$ cat src/rtl/parity_stream_gen.sv
// parity_stream_gen: parity generate/check stage behind a 2-entry FIFO with delivery statistics.
module parity_stream_gen #(
  parameter int DATA_W = 8,
  parameter int CNT_W  = 16
) (
  input  logic              clk,
  input  logic              rst_n,
  input  logic              odd_mode,
  input  logic              chk_mode,
  input  logic              in_valid,
  output logic              in_ready,
  input  logic [DATA_W:0]   in_data,
  output logic              out_valid,
  input  logic              out_ready,
  output logic [DATA_W:0]   out_data,
  output logic              out_err,
  input  logic              clr_cnt,
  output logic [CNT_W-1:0]  word_count,
  output logic [CNT_W-1:0]  err_count
);
  localparam logic [1:0] EMPTY = 2'd0;
  localparam logic [1:0] ONE   = 2'd1;
  localparam logic [1:0] TWO   = 2'd2;
  logic [1:0]      state;
  logic            run;
  logic [DATA_W:0] d0, d1, nd;
  logic            e0, e1, ne, acc, dlv;
  always_comb begin
    nd = chk_mode ? in_data : {^in_data[DATA_W-1:0] ^ odd_mode, in_data[DATA_W-1:0]};
    ne = chk_mode & (^in_data ^ odd_mode);
  end
  // run holds in_ready low until the first edge after reset release
  assign in_ready  = run && state != TWO;
  assign out_valid = state != EMPTY;
  assign out_data  = d0;
  assign out_err   = e0;
  assign acc       = in_valid & in_ready;
  assign dlv       = out_valid & out_ready;
  always_ff @(posedge clk or negedge rst_n) begin
    if (!rst_n) begin
      state <= EMPTY;
      run   <= 1'b0;
      d0    <= '0;
      d1    <= '0;
      e0    <= 1'b0;
      e1    <= 1'b0;
    end else begin
      run   <= 1'b1;
      state <= state + 2'(acc) - 2'(dlv);
      if (dlv) begin
        d0 <= d1;
        e0 <= e1;
      end
      if (acc && (state == EMPTY || dlv)) begin
        d0 <= nd;
        e0 <= ne;
      end else if (acc) begin
        d1 <= nd;
        e1 <= ne;
      end
    end
  end
  always_ff @(posedge clk or negedge rst_n) begin
    if (!rst_n) begin
      word_count <= '0;
      err_count  <= '0;
    end else if (clr_cnt) begin
      word_count <= '0;
      err_count  <= '0;
    end else if (dlv) begin
      word_count <= word_count + 1'b1;
      if (e0 && err_count != '1) err_count <= err_count + 1'b1;
    end
  end
endmodule

$ cat config.mk
export PLATFORM = sky130hd
export DESIGN_NAME = parity_stream_gen
export DESIGN_NICKNAME = d
export VERILOG_FILES = /design/src/rtl/parity_stream_gen.sv
export SDC_FILE = /design/constraint.sdc
export NUM_CORES = 1
export LEC_CHECK = 0
export ABC_AREA = 1
export BUFFER_PORTS_ARGS = -buffer_cell sky130_fd_sc_hd__buf_2
export CORE_MARGIN = 5
export CORE_UTILIZATION = 40
export CTS_CLUSTER_SIZE = 28
export DETAILED_ROUTE_END_ITERATION = 8
export GPL_ROUTABILITY_DRIVEN = 0
export SLEW_MARGIN = 10
export SYNTH_ARGS = -nofsm -noshare
export SYNTH_HDL_FRONTEND = slang
export SYNTH_SLANG_ARGS = --single-unit
export TNS_END_PERCENT = 10
$ cat constraint.sdc
create_clock -name clk -period 2.9 [get_ports clk]
set_input_delay 0.145 -clock clk [delete_from_list [all_inputs] [get_ports clk]]
set_output_delay 0.145 -clock clk [all_outputs]
set_load 0.005 [all_outputs]
==> flow_summary.json, run 1 <==
{
  "grt_max_degree": 36,
  "synth_top_family_by_area": "simple AND/OR/NAND/NOR gates",
  "start_util_pct": 41.1,
  "reg2reg_to": "out_err$_DFFE_PN0P_",
  "r2r_start": "state[0]$_DFF_PN0_",
  "worst-path-buf-inv": 2,
  "synth_area_leaders": "dfrtp_1, nand2_1, inv_1",
  "ant_nets": 0,
  "yosysWarnings": 0,
  "slew_headroom_pct": 48.6,
  "avgSynthCellArea_um2": 7.94,
  "drive_above_1_share_pct": 21.2,
  "start_kind": "register",
  "cp_cell_sequence": "inv_1 > a21boi_2 > nand2_1 > nor2_2 > inv_2 > nand2_2 > nor2_1 > a31oi_1 > nand2_1",
  "synth_largest_area_cell": "dfrtp_1",
  "async_flop_share_pct": 100,
  "cts_tree": "yes",
  "whs_path_depth": 3,
  "rrSetupSlack_ns": 0.90,
  "rows": 31,
  "power.total_w": 0.00207,
  "hp-start": "in_data[7]",
  "die_h_um": 96.4,
  "synth_adder_area_share_pct": 1.68,
  "hpwlAfterDp_mm": 5.16,
  "endpoint_kind": "register",
  "drtIter0Drc": 79,
  "synthesis.area_um2": 2980,
  "cts.sinks": 55,
  "avgRoutedWirePerCell_um": 12.7,
  "leakage_nw": 1.70,
  "fmax_ghz": 0.501,
  "drv_cap": 0,
  "synth_edf_count": 0,
  "clock-root-buffer": "clkbuf_8",
  "ys.flop_type": "dfrtp_1",
  "rsz0062_at_grt": "false",
  "nNetsFinal": 457,
  "cts_max_path_buffers": 2,
  "ys_seq_elements": 55,
  "syn-instance-count": 376,
  "ys_seq_area_share_pct": 46.1,
  "layout_min_cycle_time_ns": 2.00,
  "synth_mux_area_share_pct": 0,
  "finalHoldViolations": 0,
  "cpMaxStageDelayCell": "nor2_2",
  "synth_most_common_cell": "nand2_1",
  "groute.usage.overall_pct": 15.5,
  "slew_viol_final": 0,
  "final_cells": 537,
  "fin_area_um2": 3490,
  "syn_to_final_growth_pct": 16.8,
  "ys_top_cells_by_count": "nand2_1, dfrtp_1, inv_1, nor2_1, nand3_1",
  "cts_buffers": 5,
  "grt_pass1_vias": 2515,
  "fin_setup_tns_ns": 0,
  "synthSimpleGateAreaFrac_pct": 29.0,
  "via_per_inst": 4.98,
  "fin_worst_skew_ns": 0.00935,
  "crit_arrival_ns": 2.19,
  "dp_cells": 528,
  "syn-num-nets": 396,
  "peakVddDrop_v": 0.000293,
  "run_status": "completed",
  "synth_cell_types": 37,
  "design.core.area_um2": 7250,
  "place_area_um2": 3380,
  "synth_top_cell_area_share_pct": 46.1,
  "worst_slew_pin_slew_ns": 0.771,
  "io_buffers": 59,
  "critical_path.top_delay_family": "simple AND/OR/NAND/NOR gates",
  "crit_cells": 9,
  "ff2ff_path_depth": 9,
  "grt_first_pass_wirelength_mm": 11.4,
  "powerDensity_nw_per_um2": 594,
  "cp_common_cell": "nand2_1",
  "hold_end": "out_data[7]$_DFFE_PN0P_",
  "critPathMaxFanout": 16,
  "cts-htree-levels": 2,
  "antenna_found_initial": 0,
  "top_level_ports": 60,
  "drt_first_pass_iters": 4,
  "clkTransAtPathRegs_ns": 0.09,
  "synthXorXnorAreaFrac_pct": 3.23,
  "gr-total-overflow": 0,
  "insertion_delay_ns": 0.30,
  "dieArea_um2": 9290,
  "num_antenna_cells": 0,
  "cts_resized": 0,
  "finalSetupViolations": 0,
  "drc_errors": 0,
  "critPathMaxStageDelay_ns": 0.51,
  "vias": 2673,
  "totalWireLength_mm": 6.84,
  "synth_compound_area_share_pct": 12.0,
  "finalCritPeriodShare_pct": 68.9,
  "critPathRequiredTime_ns": 3.09,
  "path_class": "register to register",
  "die_x_um": 96.4,
  "min_path_type": "primary input to register"
}
registers in the layout, summed over array words and instances, names as in the netlist:
name        count
run             1
word_count     16
state           2
d1              9
err_count      16
out_data        9
e1              1
out_err         1
per-stage QoR:
step	utilization (%)	worst slack (ns)	hold WS, ns
4_1_cts	48.1	0.877	0.0950
5_1_grt	48.1	0.709	0.103
3_5_place_dp	46.5	0.859	0.273
3_3_place_gp	46.5	0.951	0.270
2_1_floorplan	-	1.17	-0.151
6_report	48.1	0.902	0.109
area by class of cell:
class	instances	area, um^2
tap	99	124
clock buffer	8	100
multi-input combinational	262	1370
inverter	51	193
fill	728	3770
sequential	55	1380
timing repair buffer	62	320
how the worst max path moves through the flow:
| stage | endpoint | slack [ns] | start |
|---|---|---|---|
| 2_1_floorplan | err_count[2]$_DFFE_PN0P_ | 1.17 | err_count[0]$_DFFE_PN0P_ |
| 3_3_place_gp | out_err$_DFFE_PN0P_ | 0.95 | state[0]$_DFF_PN0_ |
| 3_5_place_dp | out_data[6]$_DFFE_PN0P_ | 0.86 | state[0]$_DFF_PN0_ |
| 4_1_cts | out_err$_DFFE_PN0P_ | 0.88 | state[0]$_DFF_PN0_ |
| 5_1_grt | out_data[2]$_DFFE_PN0P_ | 0.71 | state[0]$_DFF_PN0_ |
| 6_report | out_err$_DFFE_PN0P_ | 0.90 | state[0]$_DFF_PN0_ |
cells in the final DEF, fill, tap and decap left out, drive strengths merged, types with 2 or more instances in the layout:
cell type  count
nand2         82
buf           61
dfrtp         55
inv           50
nor2          48
o21ai         28
nand3         26
nor3          16
a21oi         14
nand4         10
xor2           8
clkbuf         8
a211oi         6
o31ai          4
ha             4
xnor2          3
nor3b          2
o221a          2
or2            2
o211ai         2
a31oi          2
worst min-delay path, delay by kind of cell:
kind,cells,cell delay [ns]
AOI/OAI and AO/OA,1,0.06
buffers and inverters,2,0.17
where the power goes:
part / total (W) / switching [W] / internal [W] / leakage (nW)
Clock: 0.000462 / 0.000243 / 0.000219 / 0.0515
Combinational: 0.000581 / 0.000344 / 0.000237 / 0.930
Sequential: 0.00103 / 0.0000977 / 0.000930 / 0.722
per-layer routing:
| layer | share of wire (%) | track usage (%) |
|---|---|---|
| met5 | 0 | 0 |
| met4 | 1.1 | 3.62 |
| met3 | 5.9 | 3.64 |
| met2 | 46 | 25.2 |
| met1 | 47 | 20.8 |
what timing repair did:
action,CTS,global route
endpoints found under the hold margin,34,0
hold buffers,1,0
setup buffers,0,0
kinds of logic (layout without fill, tap and decap cells):
logic type / Yosys count / after routing
other: 1 / 1
AND/OR/NAND/NOR: 186 / 186
buffers and inverters: 59 / 121
flip-flops: 55 / 55
AO/OA/AOI/OAI: 60 / 60
XOR/XNOR: 11 / 11
adder cells (fa/ha/maj): 4 / 4
Note: power is estimated with default switching activity, not from simulation.
==> inputs of run 2 (changes only) <==
- clock period: 2.9 -> 1.7 ns (I/O delays scaled with it)
==> flow_summary.json, run 2 (same netlist as run 1, synthesis figures left out) <==
{
  "critPathMaxFanout": 5,
  "grt_max_degree": 39,
  "pre_cts_slack_ns": 0.0499,
  "die_x_um": 96.4,
  "mostFrequentLayoutCells": "nand2_1, buf_2, dfrtp_1",
  "clkTransAtPathRegs_ns": 0.10,
  "hpwlAfterDp_mm": 5.25,
  "avgRoutedWirePerCell_um": 13.1,
  "cts.sinks": 55,
  "fin_worst_skew_ns": 0.00387,
  "min_path_type": "primary input to register",
  "routed.top_layer": "met4",
  "drtIter0Drc": 102,
  "die_h_um": 96.4,
  "r2r_start": "err_count[1]$_DFFE_PN0P_",
  "drive_above_1_share_pct": 29.6,
  "io_buffers": 59,
  "design.core.area_um2": 7250,
  "critPathMaxStageDelay_ns": 0.41,
  "cp_cell_sequence": "ha_4 > nand2_4 > nor3_4 > nand2_2 > nor2_4 > nand2_2 > nand2_4 > buf_12 > o21ai_0 > nor3b_2",
  "rsz0062_at_grt": "true",
  "path_class": "register to register",
  "grt_first_pass_wirelength_mm": 12.2,
  "hp-start": "in_data[0]",
  "groute.usage.overall_pct": 16.6,
  "clock-root-buffer": "clkbuf_8",
  "num_antenna_cells": 0,
  "run_status": "finished, violations left",
  "place_area_um2": 3550,
  "rows": 31,
  "drc_errors": 0,
  "totalWireLength_mm": 7.34,
  "cts_tree": "yes",
  "layout_min_cycle_time_ns": 1.71,
  "slew_viol_final": 0,
  "vias": 2780,
  "wl_met1_mm": 3.44,
  "violations": "negative setup slack",
  "cpMaxStageDelayCell": "dfrtp_1",
  "critical_path.top_delay_family": "simple AND/OR/NAND/NOR gates",
  "drt_first_pass_iters": 4,
  "drv_cap": 0,
  "top_level_ports": 60,
  "powerDensity_nw_per_um2": 959,
  "peakVddDrop_v": 0.000548,
  "crit_arrival_ns": 1.90,
  "fin_setup_tns_ns": -0.0130,
  "cts_buffers": 5,
  "antenna_found_initial": 0,
  "top_regs": "err_count x16, word_count x16",
  "nNetsFinal": 482,
  "insertion_delay_ns": 0.31,
  "wl_met3_um": 394,
  "start_util_pct": 41.1,
  "cts_max_path_buffers": 2,
  "critPathLaunch": "err_count[1]$_DFFE_PN0P_",
  "endpoint_kind": "register",
  "grt_pass1_vias": 2674,
  "start_kind": "register",
  "syn_to_final_growth_pct": 27.6,
  "leakage_nw": 1.86,
  "fmax_ghz": 0.584,
  "gr-total-overflow": 0,
  "ant_nets": 0,
  "final_common_cell": "nand2_1",
  "via_per_inst": 4.95,
  "finalCritPeriodShare_pct": 101,
  "cts-htree-levels": 2,
  "layout_setup_ws_ns": -0.0130,
  "worst-path-buf-inv": 1,
  "wl_met2_mm": 3.41,
  "fin_area_um2": 3810,
  "finalHoldViolations": 0,
  "critPathRequiredTime_ns": 1.89,
  "finalSetupViolations": 1,
  "dieArea_um2": 9290
}
[run 2: cell types whose count changed in the layout (fill, tap and decap cells not counted), moves of 3 or more]
cell / delta
buf_4: +21
nor2_1: -5
nand2_1: -3
nor2_2: +3
[run 2: repair_timing]
item,CTS,global route
endpoints found under the setup margin,0,20
endpoints found under the hold margin,17,0
hold buffers,1,0
resized for setup,0,26
buffers inserted,0,4
[run 2: area by class of cell]
cell class / instances / area [um^2]
clock buffer: 7 / 76.3
clock inverter: 1 / 5.00
fill: 720 / 3440
inverter: 51 / 194
multi-input combinational: 263 / 1490
sequential: 55 / 1380
tap: 99 / 124
timing repair buffer: 86 / 543
[run 2: path summary, 6_finish.rpt]
check                                              to  slack [ns]  cells after the start
max in group asynchronous     out_data[3]$_DFFE_PN0P_        0.87                      3
min                                 d1[0]$_DFFE_PN0P_        0.03                      3
max                          err_count[3]$_DFFE_PN0P_       -0.01                     10
min in group asynchronous  word_count[10]$_DFFE_PN0P_        0.25                      2
min reg2reg                         d1[3]$_DFFE_PN0P_        0.49                      2
max reg2reg                  err_count[3]$_DFFE_PN0P_       -0.01                     10
[run 2: worst min-delay path: stages]
cell and delay (ns):
buf_2 0.11, nand2_1 0.05, o21ai_0 0.06
[run 2: through the flow]
| step | total power (W) | hold slack (ns) | cells | util (%) |
|---|---|---|---|---|
| final | 0.00365 | 0.0339 | 562 | 52.5 |
| after global routing | 0.00396 | 0.0245 | 562 | 52.5 |
| after CTS | 0.00359 | 0.0135 | 556 | 50.1 |
| after detailed placement | 0.00285 | 0.0646 | 547 | 48.9 |
| after global placement | 0.00282 | 0.0676 | 547 | 48.9 |
| after floorplan | 0.00241 | -0.211 | 376 | - |
[run 2: power by group]
group / internal (W) / switching (W) / leakage (nW) / total (W)
Combinational: 0.000536 / 0.000649 / 1.10 / 0.00118
Clock: 0.000291 / 0.000429 / 0.0422 / 0.000720
Sequential: 0.00159 / 0.000162 / 0.720 / 0.00175
Total: 0.00241 / 0.00124 / 1.86 / 0.00365
[run 2: metal layers]
metal / global-route usage (%) / vias to the layer above
met5: 0 / -
met2: 27.5 / 68
met4: 5.26 / 0
met3: 3.18 / 10
met1: 22.0 / 1298
li1: - / 1404
==> inputs of run 3 (changes only) <==
- SKIP_CTS_REPAIR_TIMING: unset -> 1
==> flow_summary.json, run 3 (same netlist as run 1, synthesis figures left out) <==
{
  "hold_slack_ns": 0.0341,
  "violations": "negative setup slack",
  "fmax_ghz": 0.584,
  "finalCritPeriodShare_pct": 101,
  "via_per_inst": 4.95,
  "nNetsFinal": 482,
  "num_antenna_cells": 0,
  "critPathMaxFanout": 5,
  "io_buffers": 59,
  "final_common_cell": "nand2_1",
  "fin_worst_skew_ns": 0.00470,
  "die_x_um": 96.4,
  "clkTransAtPathRegs_ns": 0.10,
  "grt_first_pass_wirelength_mm": 12.2,
  "groute.usage.overall_pct": 16.6,
  "cts_tree": "yes",
  "grt_max_degree": 39,
  "finalHoldViolations": 0,
  "fin_setup_tns_ns": -0.0122,
  "peakVddDrop_v": 0.000548,
  "clock-root-buffer": "clkbuf_8",
  "run_status": "finished, violations left",
  "vias": 2780,
  "rsz0062_at_grt": "true",
  "grt_pass1_vias": 2674,
  "switching_share_pct": 33.9,
  "leakage_nw": 1.86,
  "whs_path_depth": 3,
  "cts_max_path_buffers": 2,
  "intPower_w": 0.00241,
  "layout_min_cycle_time_ns": 1.71,
  "endpoint_kind": "register",
  "power.total_w": 0.00365,
  "cts_buffers": 5,
  "drv_cap": 0,
  "pwr-share-seq_pct": 47.9,
  "start_util_pct": 41.1,
  "dieArea_um2": 9290,
  "finalSetupViolations": 1,
  "drt_first_pass_iters": 4,
  "mostFrequentLayoutCells": "nand2_1, buf_2, dfrtp_1",
  "critPathRequiredTime_ns": 1.89,
  "design.core.area_um2": 7250,
  "totalWireLength_mm": 7.34,
  "pre_cts_slack_ns": 0.0499,
  "avgRoutedWirePerCell_um": 13.1,
  "top_regs": "err_count x16, word_count x16",
  "postLayoutCoreUtil_pct": 52.5,
  "power_frac_clock_pct": 19.7,
  "ff2ff_path_depth": 10,
  "drc_errors": 0,
  "layout_setup_ws_ns": -0.0122,
  "p_switching_w": 0.00124,
  "crit_arrival_ns": 1.90,
  "cts.sinks": 55,
  "drive_above_1_share_pct": 29.6,
  "fill_cells": 720,
  "rows": 31,
  "slew_viol_final": 0,
  "gr-total-overflow": 0,
  "path_class": "register to register",
  "hpwlAfterDp_mm": 5.25,
  "syn_to_final_growth_pct": 27.6,
  "powerDensity_nw_per_um2": 959,
  "die_h_um": 96.4,
  "cts-htree-levels": 2,
  "combPwrFrac_pct": 32.4,
  "start_kind": "register",
  "insertion_delay_ns": 0.31,
  "antenna_found_initial": 0,
  "top_level_ports": 60,
  "min_path_type": "primary input to register",
  "ant_nets": 0,
  "drtIter0Drc": 95
}
-- run 3: cell counts in the layout (fill, tap and decap cells not counted) --
Identical to the previous run, type by type.
-- run 3: routing by layer --
layer | up-vias | share of wire [%] | global-route usage [%]
li1 | 1404 | - | -
met1 | 1298 | 47 | 22.0
met2 | 68 | 46 | 27.5
met3 | 10 | 5.4 | 3.18
met4 | 0 | 1.3 | 5.26
met5 | - | 0 | 0
-- run 3: power groups by stage --
stage	Clock (W)	Combinational (W)	Sequential, W
final	0.000721	0.00118	0.00175
after global routing	0.000799	0.00136	0.00179
after CTS	0.000750	0.00109	0.00175
after detailed placement	0	0.00108	0.00177
after global placement	0	0.00106	0.00176
after floorplan	0	0.000654	0.00176
-- run 3: layout make-up --
cell class,instances,area [um^2],share of cell area [%]
multi-input cells,263,1490,39.1
inverters,51,194,5.09
clock inverters,1,5.00,0.131
repair buffers,86,543,14.3
well taps,99,124,3.25
flip-flops and latches,55,1380,36.2
clock buffers,7,76.3,2.00
-- run 3: through the flow --
stage / area (um^2) / cells
detailed placement: 3550 / 547
global route: 3810 / 562
CTS: 3630 / 555
global placement: 3550 / 547
floorplan: 2990 / 376
finish: 3810 / 562
-- run 3: worst max-delay path, cell delays in order (launching register included) --
cell and delay [ns]:
dfrtp_1 0.41, ha_4 0.17, nand2_4 0.06, nor3_4 0.18, nand2_2 0.10, nor2_4 0.10
nand2_2 0.07, nand2_4 0.16, buf_12 0.13, o21ai_0 0.06, nor3b_2 0.15
-- run 3: worst paths after layout --
check,from,to,slack (ns)
setup / recovery,err_count[1]$_DFFE_PN0P_,err_count[3]$_DFFE_PN0P_,-0.01
hold / removal,in_data[0],d1[0]$_DFFE_PN0P_,0.03
setup reg to reg,err_count[1]$_DFFE_PN0P_,err_count[3]$_DFFE_PN0P_,-0.01
hold reg to reg,d1[3]$_DFFE_PN0P_,d1[3]$_DFFE_PN0P_,0.49
max in group asynchronous,rst_n,out_data[3]$_DFFE_PN0P_,0.87
min in group asynchronous,rst_n,word_count[10]$_DFFE_PN0P_,0.25
